### src/rtl/seg7_scan_595.sv
// seg7_scan_595: multiplexed 7-segment scanner driving a daisy-chained 74HC595 pair over DATA/SCK/RCK
module seg7_scan_595 #(
    parameter int NUM_DIGITS     = 8,
    parameter int CLK_DIV        = 1,
    parameter int HOLD_CYCLES    = 0,
    parameter bit SEG_ACTIVE_LOW = 1,
    parameter bit DIG_ACTIVE_LOW = 0
) (
    input  logic                    clk,
    input  logic                    rst,
    input  logic [4*NUM_DIGITS-1:0] data,
    input  logic [NUM_DIGITS-1:0]   dp,
    input  logic [NUM_DIGITS-1:0]   blank,
    input  logic                    lz_suppress,
    output logic                    LED_DATA,
    output logic                    LED_SCK,
    output logic                    LED_RCK,
    output logic [3:0]              digit_idx,
    output logic                    scan_done
);
    localparam int W    = 8 + NUM_DIGITS;
    localparam int BW   = $clog2(W);
    localparam int CMAX = CLK_DIV > HOLD_CYCLES ? CLK_DIV : HOLD_CYCLES;
    localparam int CW   = $clog2(CMAX + 1);
    localparam logic [CW-1:0] DIV_LAST  = CW'(CLK_DIV - 1);
    localparam logic [CW-1:0] HOLD_LAST = CW'(HOLD_CYCLES > 0 ? HOLD_CYCLES - 1 : 0);
    localparam logic [127:0]  HEX       = 128'h71795E397C776F7F077D6D664F5B063F;

    typedef enum logic [2:0] {LOAD, SLO, SHI, LATCH, HOLD} state_t;

    state_t                  state_q, state_d;
    logic [CW-1:0]           cnt_q, cnt_d;
    logic [BW-1:0]           bit_q, bit_d;
    logic [W-1:0]            word_q, word_d, new_word;
    logic [3:0]              idx_q, idx_d;
    logic [4*NUM_DIGITS-1:0] snap_data_q, snap_data_d, src_data, data_sh;
    logic [NUM_DIGITS-1:0]   snap_dp_q, snap_dp_d, src_dp, dp_sh;
    logic [NUM_DIGITS-1:0]   snap_blank_q, snap_blank_d, src_blank, blank_sh, sel;
    logic                    snap_lz_q, snap_lz_d, src_lz;
    logic                    data_q, data_d, sck_q, sck_d, rck_q, rck_d, done_q, done_d;
    logic                    first, upper_zero, dark, advance;
    logic [127:0]            hex_sh;
    logic [7:0]              seg;

    always_comb begin
        first     = state_q == LOAD && idx_q == 4'd0;
        src_data  = first ? data : snap_data_q;
        src_dp    = first ? dp : snap_dp_q;
        src_blank = first ? blank : snap_blank_q;
        src_lz    = first ? lz_suppress : snap_lz_q;
        upper_zero = 1'b1;
        for (int i = 0; i < NUM_DIGITS; i++)
            if (4'(i) >= idx_q && src_data[4*i +: 4] != 4'd0) upper_zero = 1'b0;
        data_sh  = src_data >> {idx_q, 2'b00};
        dp_sh    = src_dp >> idx_q;
        blank_sh = src_blank >> idx_q;
        hex_sh   = HEX >> {data_sh[3:0], 3'b000};
        dark     = blank_sh[0] || (src_lz && upper_zero && idx_q != 4'd0);
        seg      = dark ? 8'h00 : {dp_sh[0], hex_sh[6:0]};
        sel      = dark ? '0 : NUM_DIGITS'(1) << (NUM_DIGITS - 1 - int'(idx_q));
        new_word = {sel ^ {NUM_DIGITS{DIG_ACTIVE_LOW}}, seg ^ {8{SEG_ACTIVE_LOW}}};
    end

    always_comb begin
        state_d      = state_q;
        cnt_d        = cnt_q;
        bit_d        = bit_q;
        word_d       = word_q;
        idx_d        = idx_q;
        advance      = 1'b0;
        snap_data_d  = first ? data : snap_data_q;
        snap_dp_d    = first ? dp : snap_dp_q;
        snap_blank_d = first ? blank : snap_blank_q;
        snap_lz_d    = first ? lz_suppress : snap_lz_q;
        case (state_q)
            LOAD: begin
                word_d  = new_word;
                bit_d   = BW'(W - 1);
                cnt_d   = DIV_LAST;
                state_d = SLO;
            end
            SLO: begin
                cnt_d   = cnt_q == '0 ? DIV_LAST : cnt_q - 1'b1;
                state_d = cnt_q == '0 ? SHI : SLO;
            end
            SHI: begin
                cnt_d   = cnt_q == '0 ? DIV_LAST : cnt_q - 1'b1;
                state_d = cnt_q != '0 ? SHI : bit_q == '0 ? LATCH : SLO;
                bit_d   = cnt_q == '0 && bit_q != '0 ? bit_q - 1'b1 : bit_q;
            end
            LATCH: begin
                cnt_d   = cnt_q == '0 ? HOLD_LAST : cnt_q - 1'b1;
                state_d = cnt_q != '0 ? LATCH : HOLD_CYCLES == 0 ? LOAD : HOLD;
                advance = cnt_q == '0 && HOLD_CYCLES == 0;
            end
            default: begin
                cnt_d   = cnt_q - 1'b1;
                state_d = cnt_q == '0 ? LOAD : HOLD;
                advance = cnt_q == '0;
            end
        endcase
        done_d = advance && idx_q == 4'(NUM_DIGITS - 1);
        idx_d  = advance ? (done_d ? 4'd0 : idx_q + 4'd1) : idx_q;
        sck_d  = state_d == SHI;
        rck_d  = state_d == LATCH;
        data_d = state_d == SLO && state_q != SLO ? word_d[bit_d] : data_q;
    end

    always_ff @(posedge clk) begin
        if (rst) begin
            state_q      <= LOAD;
            cnt_q        <= '0;
            bit_q        <= BW'(W - 1);
            word_q       <= '0;
            idx_q        <= '0;
            snap_data_q  <= '0;
            snap_dp_q    <= '0;
            snap_blank_q <= '0;
            snap_lz_q    <= 1'b0;
            data_q       <= 1'b0;
            sck_q        <= 1'b0;
            rck_q        <= 1'b0;
            done_q       <= 1'b0;
        end else begin
            state_q      <= state_d;
            cnt_q        <= cnt_d;
            bit_q        <= bit_d;
            word_q       <= word_d;
            idx_q        <= idx_d;
            snap_data_q  <= snap_data_d;
            snap_dp_q    <= snap_dp_d;
            snap_blank_q <= snap_blank_d;
            snap_lz_q    <= snap_lz_d;
            data_q       <= data_d;
            sck_q        <= sck_d;
            rck_q        <= rck_d;
            done_q       <= done_d;
        end
    end

    assign LED_DATA  = data_q;
    assign LED_SCK   = sck_q;
    assign LED_RCK   = rck_q;
    assign digit_idx = idx_q;
    assign scan_done = done_q;
endmodule

### config.mk
export PLATFORM = sky130hd
export DESIGN_NAME = seg7_scan_595
export DESIGN_NICKNAME = d
export VERILOG_FILES = /design/src/rtl/seg7_scan_595.sv
export SDC_FILE = /design/constraint.sdc
export NUM_CORES = 1
export LEC_CHECK = 0
export ABC_AREA = 1
export BUFFER_PORTS_ARGS = -buffer_cell sky130_fd_sc_hd__buf_2
export CAP_MARGIN = 5
export CORE_UTILIZATION = 30
export CTS_CLUSTER_DIAMETER = 30
export DETAILED_ROUTE_END_ITERATION = 7
export SLEW_MARGIN = 20
export SYNTH_ARGS = -nofsm -noshare
export SYNTH_HDL_FRONTEND = slang
export SYNTH_SLANG_ARGS = --single-unit
export TNS_END_PERCENT = 20
### constraint.sdc
create_clock -name clk -period 4.3 [get_ports clk]
set_input_delay 0.215 -clock clk [delete_from_list [all_inputs] [get_ports clk]]
set_output_delay 0.215 -clock clk [all_outputs]
set_load 0.05 [all_outputs]
==> results.yml <==
cts:
  cts_buffers: 9
  clk_pin_slew_worst_paths_ps: 60
  clockRootBuffer: "clkbuf_16"
  hold_buffers: 0
  clock-sinks: 81
  cts-htree-levels: 3
  worstSkewPairLatency_ps: 350
  cts_resized: 0
  clockBufferDepth: 2
  cts_tree: "done"
  post-cts-setup-buffer-count: 0
layout:
  multi_input_area_um2: 2540
  diodes: 0
  fin_nets: 853
  layoutNonFillerInstCount: 1006
  syn2layout_area_growth_pct: 14.6
  filler_cell_count: 1662
  fin_util_pct: 35.4
  register_area_um2: 1620
  drive_gt1_share_pct: 15.7
setup_path:
  start_kind: "flip-flop"
  crit_required_ps: 4530
  ff2ff_setup_slack_ps: 670
  r2r_start: "digit_idx[1]"
  cp-end-kind: "flip-flop"
  critical_path_class: "flip-flop to flip-flop"
  worst-path-max-fanout: 30
  crit_start: "digit_idx[1]"
  crit_arrival_ps: 3860
timing:
  rsz0062_at_grt: "no"
  hold_viol: 0
  finClkSkew_ps: 7.29
  finalSetupTns_ps: 0
  fmax_ghz: 0.276
  relSlewSlack_pct: 47.6
  setup_viol: 0
  fin_crit_sh_pct: 84.3
  worst_pin_slew_ps: 786
  fin_crit_ps: 3630
  slew_viol_final: 0
drt:
  drc_errors: 0
  first_iter_violations: 307
  viasPerCell: 4.53
  via_count: 4557
  firstDrtPassIters: 5
  drt-wirelength-per-cell_um: 12.3
  drt_wl_total_um: 12300
  drtAntennaViolNets: 0
logic_synthesis:
  syn_avg_cell_area_um2: 6.32
  synthCells: 746
  synthesis.nets: 806
  yosys_warnings: 0
  ys_ff_latch: 81
  synth_cell_types: 41
  syn-cell-area_um2: 4720
  synth_seq_area_share_pct: 34.4
power_and_ir_drop:
  powerDensity_nw_per_um2: 368
  ir_drop_uv: 216
  p_leak_nw: 2.69
  total_power_mw: 1.99
global_routing:
  grt_max_degree: 73
  grt_pass1_vias: 4078
  grt_overflow: 0
  grt_use_total_pct: 15.8
  grt_pass1_wl_um: 20000
  antenna_found_initial: 0
placed_design:
  io_buffers: 58
  hpwl_um: 8990
  gp_congestion: 0.888
  dpl.cell_count: 993
floorplanning:
  dieWidth_um: 127
  die_h_um: 127
  fp-row-count: 45
  io-pin-count: 59
  core_um2: 15300
  dieArea_um2: 16200
  initial_core_util_pct: 30.9
run_status:
  outcome: "finished, final reports clean"
flow_run:
  max-cap-violations: 0
min_path:
  hp-class: "input pin to flip-flop"
  min-delay-start: "data[29]"
[layout by cell type, fill, tap and decap left out, drive strengths merged, types with 2 or more instances in the layout]
cell,count
nand2,225
ha,9
nand4,11
and2,4
or2,11
nor3,10
clkbuf,12
nor4,2
buf,67
a31oi,2
dfxtp,81
o21ai,36
a21oi,41
o211ai,8
o22ai,3
inv,96
clkinv,4
nor2,114
nand3,52
[metrics by stage]
stage	cell area, µm²	setup WS [ps]	hold slack, ps
global placement	5160	760	454
detailed placement	5160	686	460
floorplan	4720	514	368
finish	5410	675	143
CTS	5410	645	131
global route	5410	262	153
[final timing paths]
check / endpoint / depth (start not counted)
worst max-delay path: LED_DATA / 25
worst min-delay path: snap_data_q[29] / 3
worst max register to register: LED_DATA / 25
worst min register to register: snap_data_q[10] / 2
[flip-flops by register name, indices dropped and copies added, names as in the netlist]
name and flops:
bit_q 4, word_q 16, snap_lz_q 1, scan_done 1, LED_RCK 1, snap_blank_q 8
LED_SCK 1, LED_DATA 1, digit_idx 4, snap_data_q 32, cnt_q 1, state_q 3
snap_dp_q 8
[power breakdown]
group	total (mW)	switching, mW	internal, mW	leakage, nW
clock	0.695	0.298	0.397	0.124
combinational	0.469	0.307	0.161	1.90
sequential	0.828	0.0174	0.811	0.668
total	1.99	0.623	1.37	2.69
[cells in the mapped netlist, drive strengths merged]
cell	number	area share, %
ha	9	2.4
xor2	1	0.19
nor4	2	0.27
nand3	52	5.6
or2	11	1.5
clkinv	3	0.27
nor2	114	9.7
nor3	10	1.1
o21ai	36	4.2
dfxtp	81	34
clkbuf	15	1.2
nand2	225	19
nand3b	1	0.16
a21oi	41	4.3
o211a	1	0.21
a31oi	2	0.27
o211ai	8	1.7
a311oi	1	0.19
a22oi	1	0.16
inv	96	7.6
o22ai	3	0.40
nand4	11	1.5
and2	4	0.53
nor3b	1	0.16
buf	16	2.7
a22o	1	0.19
[layer usage]
metal	global-route usage, %	vias to the layer above	wire [µm]
li1	-	2424	-
met1	21.7	2020	6330
met3	2.47	18	467
met4	7.77	0	275
met2	23.8	95	5260
met5	0	-	0
[area by class of cell]
| cell class | count | share of cell area (%) |
|---|---|---|
| clock buffers | 12 | 4.56 |
| clock inverters | 1 | 0.0925 |
| inverters | 99 | 6.89 |
| multi-input cells | 535 | 47.0 |
| flip-flops and latches | 81 | 30.0 |
| well taps | 211 | 4.88 |
| repair buffers | 67 | 6.62 |
[cells by family after synthesis]
kind of cell	Yosys count	share of synthesized area, %
buffers and inverters	130	11.8
AO/OA/AOI/OAI	94	11.7
flip-flops	81	34.4
AND/OR/NAND/NOR	431	39.6
adder cells (fa/ha/maj)	9	2.39
XOR/XNOR	1	0.186
[worst max-delay path: stages, from the launching register on]
cell and delay (ps):
dfxtp_1 310, inv_1 160, ha_1 270, nand2_4 80, nor2_4 530, buf_4 280
nand2_1 80, o211ai_1 80, nand3_1 90, nand2_1 100, nand2_1 70, nand2_1 160
inv_1 110, ha_1 300, inv_1 50, nand3_1 90, nand3_1 100, nand2_1 60
inv_1 50, nand2_1 60, nand3_1 70, nand2_1 60, a21oi_1 150, nor2_1 60
nor2_1 90, nor2_1 40
No activity file was read; power rests on OpenSTA's default activity.
